===== src/rtl/fp16_pkg.sv =====
// fp16_pkg: shared FP16 widths, bias and divider state encoding
package fp16_pkg;
  localparam int FP16_MANT_W   = 11;
  localparam int FP16_EXP_W    = 5;
  localparam int FP16_EXP_BIAS = 15;
  typedef enum logic [1:0] {IDLE, CALC, DONE} div_state_t;
endpackage


===== src/rtl/fp16_div_step.sv =====
// fp16_div_step: one restoring-division iteration (compare, subtract, shift)
module fp16_div_step #(
  parameter int W = 11
) (
  input  logic [W:0]   i_rem,
  input  logic [W-1:0] i_div,
  output logic [W:0]   o_rem,
  output logic         o_q
);
  logic [W:0] w_diff;
  assign o_q    = i_rem >= {1'b0, i_div};
  assign w_diff = i_rem - {1'b0, i_div};
  assign o_rem  = (o_q ? w_diff : i_rem) << 1;
endmodule


===== src/rtl/fp16_div_seq.sv =====
// fp16_div_seq: sequential FP16 mantissa/exponent divider, one quotient bit per clock
module fp16_div_seq
  import fp16_pkg::*;
#(
  parameter int MANT_W   = FP16_MANT_W,
  parameter int EXP_W    = FP16_EXP_W,
  parameter int EXP_BIAS = FP16_EXP_BIAS,
  parameter int QUOT_W   = MANT_W + 1
) (
  input  logic              clk_alu,
  input  logic              rst_alu,
  input  logic              start,
  input  logic [MANT_W-1:0] operand_a_mant,
  input  logic [MANT_W-1:0] operand_b_mant,
  input  logic [EXP_W-1:0]  operand_a_exp,
  input  logic [EXP_W-1:0]  operand_b_exp,
  input  logic              operand_a_sign,
  input  logic              operand_b_sign,
  output logic              busy,
  output logic              done,
  output logic [QUOT_W-1:0] result_mant,
  output logic [EXP_W+1:0]  result_exp,
  output logic              result_sign,
  output logic              result_sticky,
  output logic              div_by_zero
);
  localparam int CNT_W = $clog2(QUOT_W);
  div_state_t        r_state;
  logic [MANT_W:0]   r_rem, w_rem_nxt, w_rem_load;
  logic [MANT_W-1:0] r_div;
  logic [CNT_W-1:0]  r_cnt;
  logic [QUOT_W-1:0] r_quot, w_quot_nxt;
  logic [EXP_W+1:0]  w_exp;
  logic              w_q, w_accept, w_zero;

  // Only quotient bits below 2^QUOT_W are kept, so multiples of 2*d in the
  // dividend can be discarded up front; this keeps r < 2*d for unnormalized divisors.
  function automatic logic [MANT_W:0] f_mod2d(input logic [MANT_W-1:0] a, input logic [MANT_W-1:0] d);
    logic [MANT_W:0]   r;
    logic [2*MANT_W:0] m;
    r = {1'b0, a};
    for (int k = MANT_W - 1; k >= 0; k--) begin
      m = (2*MANT_W+1)'({d, 1'b0}) << k;
      if ((2*MANT_W+1)'(r) >= m) r = r - m[MANT_W:0];
    end
    return r;
  endfunction

  assign w_accept   = start && r_state != CALC;
  assign w_zero     = operand_b_mant == '0;
  assign w_exp      = (EXP_W+2)'(operand_a_exp) - (EXP_W+2)'(operand_b_exp) + (EXP_W+2)'(EXP_BIAS);
  assign w_quot_nxt = r_quot | (QUOT_W'(w_q) << r_cnt);
  assign w_rem_load = f_mod2d(operand_a_mant, operand_b_mant);

  fp16_div_step #(.W(MANT_W)) u_step (
    .i_rem(r_rem),
    .i_div(r_div),
    .o_rem(w_rem_nxt),
    .o_q  (w_q)
  );

  always_ff @(posedge clk_alu) begin
    if (rst_alu) begin
      r_state       <= IDLE;
      r_rem         <= '0;
      r_div         <= '0;
      r_cnt         <= '0;
      r_quot        <= '0;
      busy          <= 1'b0;
      done          <= 1'b0;
      result_mant   <= '0;
      result_exp    <= '0;
      result_sign   <= 1'b0;
      result_sticky <= 1'b0;
      div_by_zero   <= 1'b0;
    end else if (w_accept) begin
      result_sign <= operand_a_sign ^ operand_b_sign;
      result_exp  <= w_exp;
      r_state     <= w_zero ? DONE : CALC;
      busy        <= !w_zero;
      done        <= w_zero;
      r_rem       <= w_rem_load;
      r_div       <= operand_b_mant;
      r_cnt       <= CNT_W'(QUOT_W - 1);
      r_quot      <= '0;
      if (w_zero) begin
        result_mant   <= '1;
        result_sticky <= 1'b0;
        div_by_zero   <= 1'b1;
      end
    end else if (r_state == CALC) begin
      r_rem  <= w_rem_nxt;
      r_quot <= w_quot_nxt;
      r_cnt  <= r_cnt - 1'b1;
      if (r_cnt == '0) begin
        r_state       <= DONE;
        busy          <= 1'b0;
        done          <= 1'b1;
        result_mant   <= w_quot_nxt;
        result_sticky <= |w_rem_nxt;
        div_by_zero   <= 1'b0;
      end
    end else begin
      r_state <= IDLE;
      done    <= 1'b0;
    end
  end
endmodule


===== config.mk =====
export PLATFORM = sky130hd
export DESIGN_NAME = fp16_div_seq
export DESIGN_NICKNAME = d
export VERILOG_FILES = /design/src/rtl/fp16_pkg.sv /design/src/rtl/fp16_div_step.sv /design/src/rtl/fp16_div_seq.sv
export SDC_FILE = /design/constraint.sdc
export NUM_CORES = 1
export LEC_CHECK = 0
export BUFFER_PORTS_ARGS = -buffer_cell sky130_fd_sc_hd__buf_2
export CELL_PAD_IN_SITES_DETAIL_PLACEMENT = 1
export CELL_PAD_IN_SITES_GLOBAL_PLACEMENT = 2
export CORE_MARGIN = 4
export CORE_UTILIZATION = 39
export CTS_CLUSTER_DIAMETER = 80
export DETAILED_ROUTE_END_ITERATION = 8
export PLACE_DENSITY_LB_ADDON = 0.1
export SETUP_SLACK_MARGIN = 0.4
export SLEW_MARGIN = 20
export SYNTH_ARGS = -nofsm -noshare
export SYNTH_HDL_FRONTEND = slang
export SYNTH_SLANG_ARGS = --single-unit

===== constraint.sdc =====
create_clock -name clk_alu -period 43.9 [get_ports clk_alu]
set_input_delay 4.39 -clock clk_alu [delete_from_list [all_inputs] [get_ports clk_alu]]
set_output_delay 4.39 -clock clk_alu [all_outputs]
set_load 0.05 [all_outputs]

; Yosys cells after proc, flatten, opt, wreduce, memory -nomap -nowiden
; Cells that the tools add are included.
[classes]
n_lt_le_gt_ge = 12
addsub = 15
n_bitwise = 2
n_shift = 1
n_eq_ne = 4
reduce_logical = 10
mux = 36
[ops]
columns = operator, count
row1 = $mux 12, 17
row2 = $sub 12x12->12, 10
row3 = $ge 11x22->1, 1
row4 = $ge 12x21->1, 1
row5 = $ge 12x20->1, 1
row6 = $ge 12x19->1, 1
row7 = $ge 12x18->1, 1
row8 = $ge 12x17->1, 1
row9 = $ge 12x16->1, 1
row10 = $ge 12x15->1, 1
row11 = $ge 12x14->1, 1
row12 = $ge 12x13->1, 1
row13 = $ge 12x11->1, 1
row14 = $ge 12x12->1, 1
row15 = $mux 1, 12
row16 = $or 12x12->12, 1
row17 = $shl 1x4->12, 1
row18 = $sub 11x12->12, 1
row19 = $logic_not 11->1, 1
row20 = $mux 11, 1
row21 = $reduce_or 11->1, 1
row22 = $sub 11x11->11, 1
row23 = $mux 2, 4
row24 = $mux 4, 2
row25 = 14 further kinds, 16
[word_totals]
word_cells = 93
output_inout_bits = 24
ff_bits = 65
in_bits = 37

; Logic depth before layout (Yosys ltp)
[logic_depth]
depth_word = 23
mapped_depth = 83
ltp_nobuf = 80

; Modules after synthesis
; From an unflattened synthesis, not the netlist that was laid out.
[hier_totals]
hier_cells = 977
area_unflattened_um2 = 7369.6
[by_module_without_submodules]
columns = mod, area_each_um2, n_inst, cells_each
row1 = fp16_div_seq, 6615.1, 1, 877
row2 = fp16_div_step, 754.5, 1, 100

; Least setup slack after synthesis
; Ideal clock, no wire load.
[synth_path]
kind = input-to-reg
from = input operand_a_mant[1]
to = register r_rem[8]
required_time_ns = 43.805
setup_slack_ns = 22.899
cell_stages = 77
setup_time_ns = 0.095
t_arrival_ns = 20.906
cell_sequence = nor4_1 and3_1 nand2_1 nor2_1 ha_1 nor2b_1 or3_1 o221ai_1 ha_1 o21ai_0 nand2b_1 o211a_1 o21ai_0 inv_1 ha_1 nor2b_1 o31a_1 o31ai_2 (+41 left out) ha_1 o21a_1 o31ai_1 a211oi_1 o31ai_1 a21oi_1 clkbuf_1 nor2_1 a21oi_1 ha_1 nor2b_1 o31a_1 or2_2 a31oi_1 o211ai_1 a221oi_2 mux2_2 a221oi_1
[synth_between]
elab_chain_cells = 23
[synth_lines]
columns = element, line_no
row1 = "start, declared", fp16_div_seq.sv:13  ; input logic [MANT_W-1:0] operand_a_mant,
row2 = $ge 11x22->1 / $sub 11x12->12 (equally long branches), fp16_div_seq.sv:44  ; if ((2*MANT_W+1)'(r) >= m) r = r - m[MANT_W:0];
row3 = $mux 12 *, fp16_div_seq.sv:44
row4 = $ge 12x21->1 / $sub 12x12->12 (equally long branches), fp16_div_seq.sv:44
row5 = $mux 12 *, fp16_div_seq.sv:44
row6 = $ge 12x20->1 / $sub 12x12->12 (equally long branches), fp16_div_seq.sv:44
row7 = $mux 12 *, fp16_div_seq.sv:44
row8 = $ge 12x19->1 / $sub 12x12->12 (equally long branches), fp16_div_seq.sv:44
row9 = $mux 12 *, fp16_div_seq.sv:44
row10 = (+7 left out), --
row11 = $mux 12 *, fp16_div_seq.sv:44
row12 = $sub 12x12->12 / $ge 12x14->1 (equally long branches), fp16_div_seq.sv:44
row13 = $mux 12 *, fp16_div_seq.sv:44
row14 = $sub 12x12->12 / $ge 12x13->1 (equally long branches), fp16_div_seq.sv:44
row15 = $mux 12 *, fp16_div_seq.sv:44
row16 = $sub 12x12->12 / $ge 12x12->1 (equally long branches), fp16_div_seq.sv:44
row17 = $mux 12 *, fp16_div_seq.sv:44
row18 = $mux 12 *, fp16_div_seq.sv:76  ; end else if (w_accept) begin
row19 = "end signal, assigned", fp16_div_seq.sv:82  ; r_rem <= w_rem_load;
row20 = "end signal, assigned", fp16_div_seq.sv:92  ; r_rem <= w_rem_nxt;
row21 = "end, declared", fp16_div_seq.sv:29  ; logic [MANT_W:0] r_rem, w_rem_nxt, w_rem_load;
; Mark *: on every way between the ends. The rest lies on a longest branch, timed or not.
; A chain may end at the register's enable or synchronous reset.

; Worst setup path after layout
[layout_path]
from = input operand_a_mant[1]
to = register r_rem[10]
; Same word-level chain as after synthesis.

==> results.yml <==
global_route:
  grtUsageTotal: 0.242
  grt_max_degree: 54
  grt_pass1_wl_microns: 39800
  grt_pass1_vias: 7555
  grt-ovfl-total: 0
  antenna_found_initial: 0
critical_path:
  cp.arrival_ns: 25.63
  required_ns: 44.14
  worst_r2r_path_depth: 14
  r2r_start: "r_rem[0]"
  cp_top_family: "compound AO/OA/AOI/OAI gates"
  slowest_delay_ns: 0.79
  rr_endpoint: "result_sticky"
  path_buf_inv: 5
  worst_setup_path_end_kind: "register"
  slowest_stage: "a21oi_1"
  critPathKind: "in -> reg"
  r2r_slack_ns: 40.60
  critPathLaunchType: "input port"
  worstPathMaxFanout: 11
  cp_common_cell: "ha_1"
final_layout:
  drive_gt1_frac: 0.123
  syn2layout_area_growth_pct: 12.0
  diodes: 0
  fin_nets: 1108
  fillers: 2220
  multi_input_area_sq_mm: 0.00542
  layout.cells.non_filler: 1206
  register_area_sq_mm: 0.00128
detailed_routing:
  met2WireLength_microns: 11400
  ant_nets: 0
  drtIter0Drc: 329
  wl_met1_microns: 11700
  wirelength_microns: 24300
  vias: 7116
  vias_per_cell: 5.90
  first_pass_iters: 5
  top_layer: "met4"
  route.met3.wl_microns: 939
  wl_per_cell_microns: 20.2
  drc_errors: 0
yosys:
  synth_cell_types: 72
  synth_common_cells: "nor2_1 (101), a21oi_1 (90), ha_1 (84)"
  synth_top_family_by_area: "compound AO/OA/AOI/OAI gates"
  syn_inst: 927
  synth_edf_count: 0
  yosys.area_share.simple: 0.229
  async_flop_share: 0
  yosys_warnings: 0
  synth_flop_cell: "dfxtp_1"
  synth_fp_nets: 1059
  synth-xor-area-share: 0.0619
  synth_seq_cells: 64
  synth.area.mux_share: 0.0352
  syn_area_per_cell_sq_um: 7.63
  yosys-top-cells-area: "dfxtp_1 (18%), ha_1 (15%), a21oi_1 (6.4%), nor2_1 (5.4%), inv_1 (3.9%)"
  synth.most_common_cell: "nor2_1"
  synth_seq_area_share: 0.181
  synth_compound_area_frac: 0.260
  synthAdderAreaFrac: 0.180
  synth_top_area_share: 0.181
  syn_area_sq_mm: 0.00707
  synth.largest_area_cell: "dfxtp_1"
pwr:
  p_int_mw: 0.172
  p_switching_mw: 0.127
  combPwrFrac: 0.505
  power_leakage_nw: 3.49
  p_per_area_mw_per_mm2: 37.8
  power_frac_seq: 0.231
  swShare: 0.425
  pwr-share-clk: 0.263
  ir_drop_v: 0.0000301
sta:
  timing.final.crit_share: 0.579
  finalSetupTns_ns: 0
  period_minus_slack_ns: 25.40
  hold_viol_final: 0
  clock_skew_ns: 0.00633
  setup_viol: 0
  max_clock_freq_mhz: 39.4
  finalMaxSlewViolations: 0
  max_slew_margin: 0.234
  rsz0062_at_grt: "false"
  worstMarginPinSlew_ns: 1.15
clock_tree:
  numClockSinks: 64
  clk_pin_slew_ns: 0.06
  cts_tree: "built"
  cts-root-buf: "clkbuf_16"
  clock_path_buffers: 2
  clk_latency_ns: 0.34
  htree_levels: 3
  numCtsBuffers: 9
  cts_resized: 0
  post-cts-setup-buffer-count: 0
  cts_hold_buffers: 0
floorplanning:
  die_x_microns: 143
  row_count: 48
  initial_core_util: 0.403
  dieArea_sq_mm: 0.0204
  num_io_pins: 61
  die_y_microns: 143
  core_area_sq_mm: 0.0175
place:
  port_buffers: 60
  dpl.hpwl_microns: 19700
  dp_cells: 1190
  place_congestion: 0.919
hold_path:
  worstHoldStart: "r_div[5]"
  whs_endpoint: "r_div[5]"
  whs_path_depth: 2
  hold_class: "reg -> reg"
outcome:
  status: "complete, no violations"
job:
  drv_cap: 0
layout make-up:
cell class | count | area share
inverter | 74 | 0.0351
tap | 225 | 0.0355
multi-input combinational | 763 | 0.685
timing repair buffer | 64 | 0.0417
sequential | 64 | 0.162
clock buffer | 9 | 0.0284
clock inverter | 7 | 0.0130
state kept, by name (all words and copies together) (netlist names):
| signal | cells |
|---|---|
| result_sticky | 1 |
| r_state | 1 |
| r_quot | 12 |
| busy | 1 |
| r_rem | 12 |
| r_cnt | 4 |
| div_by_zero | 1 |
| r_div | 11 |
| done | 1 |
| result_sign | 1 |
| result_exp | 7 |
| result_mant | 12 |
stage by stage:
stage / hold WS [ns] / power, mW / cell area, sq um / util / setup slack (ns)
after global placement: 0.451 / 0.216 / 7590 / 0.433 / 19.41
after global routing: 0.487 / 0.320 / 7920 / 0.452 / 16.66
after detailed placement: 0.457 / 0.221 / 7590 / 0.433 / 18.43
final: 0.464 / 0.300 / 7920 / 0.452 / 18.50
after CTS: 0.464 / 0.301 / 7920 / 0.452 / 18.71
after floorplan: 0.436 / 0.180 / 7070 / - / 22.90
layout by cell type (no fill, tap or decap), types with 9 or more instances in the layout:
| cell type | n |
|---|---|
| inv_1 | 73 |
| a211oi_1 | 18 |
| a21o_1 | 21 |
| fa_1 | 11 |
| nand2b_1 | 14 |
| or3_1 | 9 |
| o31ai_1 | 12 |
| nor2_1 | 101 |
| nand3_1 | 16 |
| a21oi_1 | 90 |
| nand4_1 | 9 |
| clkbuf_16 | 9 |
| ha_1 | 84 |
| o21a_1 | 18 |
| o21ai_0 | 35 |
| nor2b_1 | 16 |
| xnor2_1 | 31 |
| mux2i_1 | 13 |
| nand2_1 | 69 |
| xor2_1 | 19 |
| nor3_1 | 53 |
| dfxtp_1 | 64 |
| buf_2 | 60 |
metal layers:
layer	up-vias	global-route usage
li1	3461	-
met1	3489	0.331
met2	142	0.411
met3	24	0.0305
met4	0	0.0470
met5	-	0
cell families (layout without fill, tap and decap cells):
logic type	count (synthesis)	after routing
muxes	23	23
DFF	64	64
AOI/OAI and AO/OA	267	267
and+or+nand+nor	328	328
adders and majority gates	95	95
xor gates and xnor gates	50	50
buffers and inverters	100	154
power groups by stage:
stage	Combinational [mW]	Clock, mW	Sequential (mW)
6_report	0.151	0.0789	0.0693
5_1_grt	0.167	0.0828	0.0699
4_1_cts	0.151	0.0806	0.0693
3_5_place_dp	0.151	0	0.0704
3_3_place_gp	0.146	0	0.0703
2_1_floorplan	0.105	0	0.0751
worst reg2reg max path, delay by kind of cell (launching register included):
family	cells	cell delay [ns]
mux	1	0.28
compound gates	6	1.27
flops	1	0.35
buf+inv	4	0.59
fa+ha+maj	2	0.58
simple gates	1	0.13
worst max path at each step:
stage / start / end / cells after the start
after floorplan: operand_a_mant[1] / r_rem[8] / 77
after global placement: operand_b_mant[1] / r_rem[10] / 77
after detailed placement: operand_b_mant[1] / r_rem[10] / 76
after CTS: operand_b_mant[1] / r_rem[10] / 76
after global routing: operand_a_mant[1] / r_rem[8] / 76
final: operand_a_mant[1] / r_rem[10] / 76
Note: power is estimated with default switching activity, not from simulation.
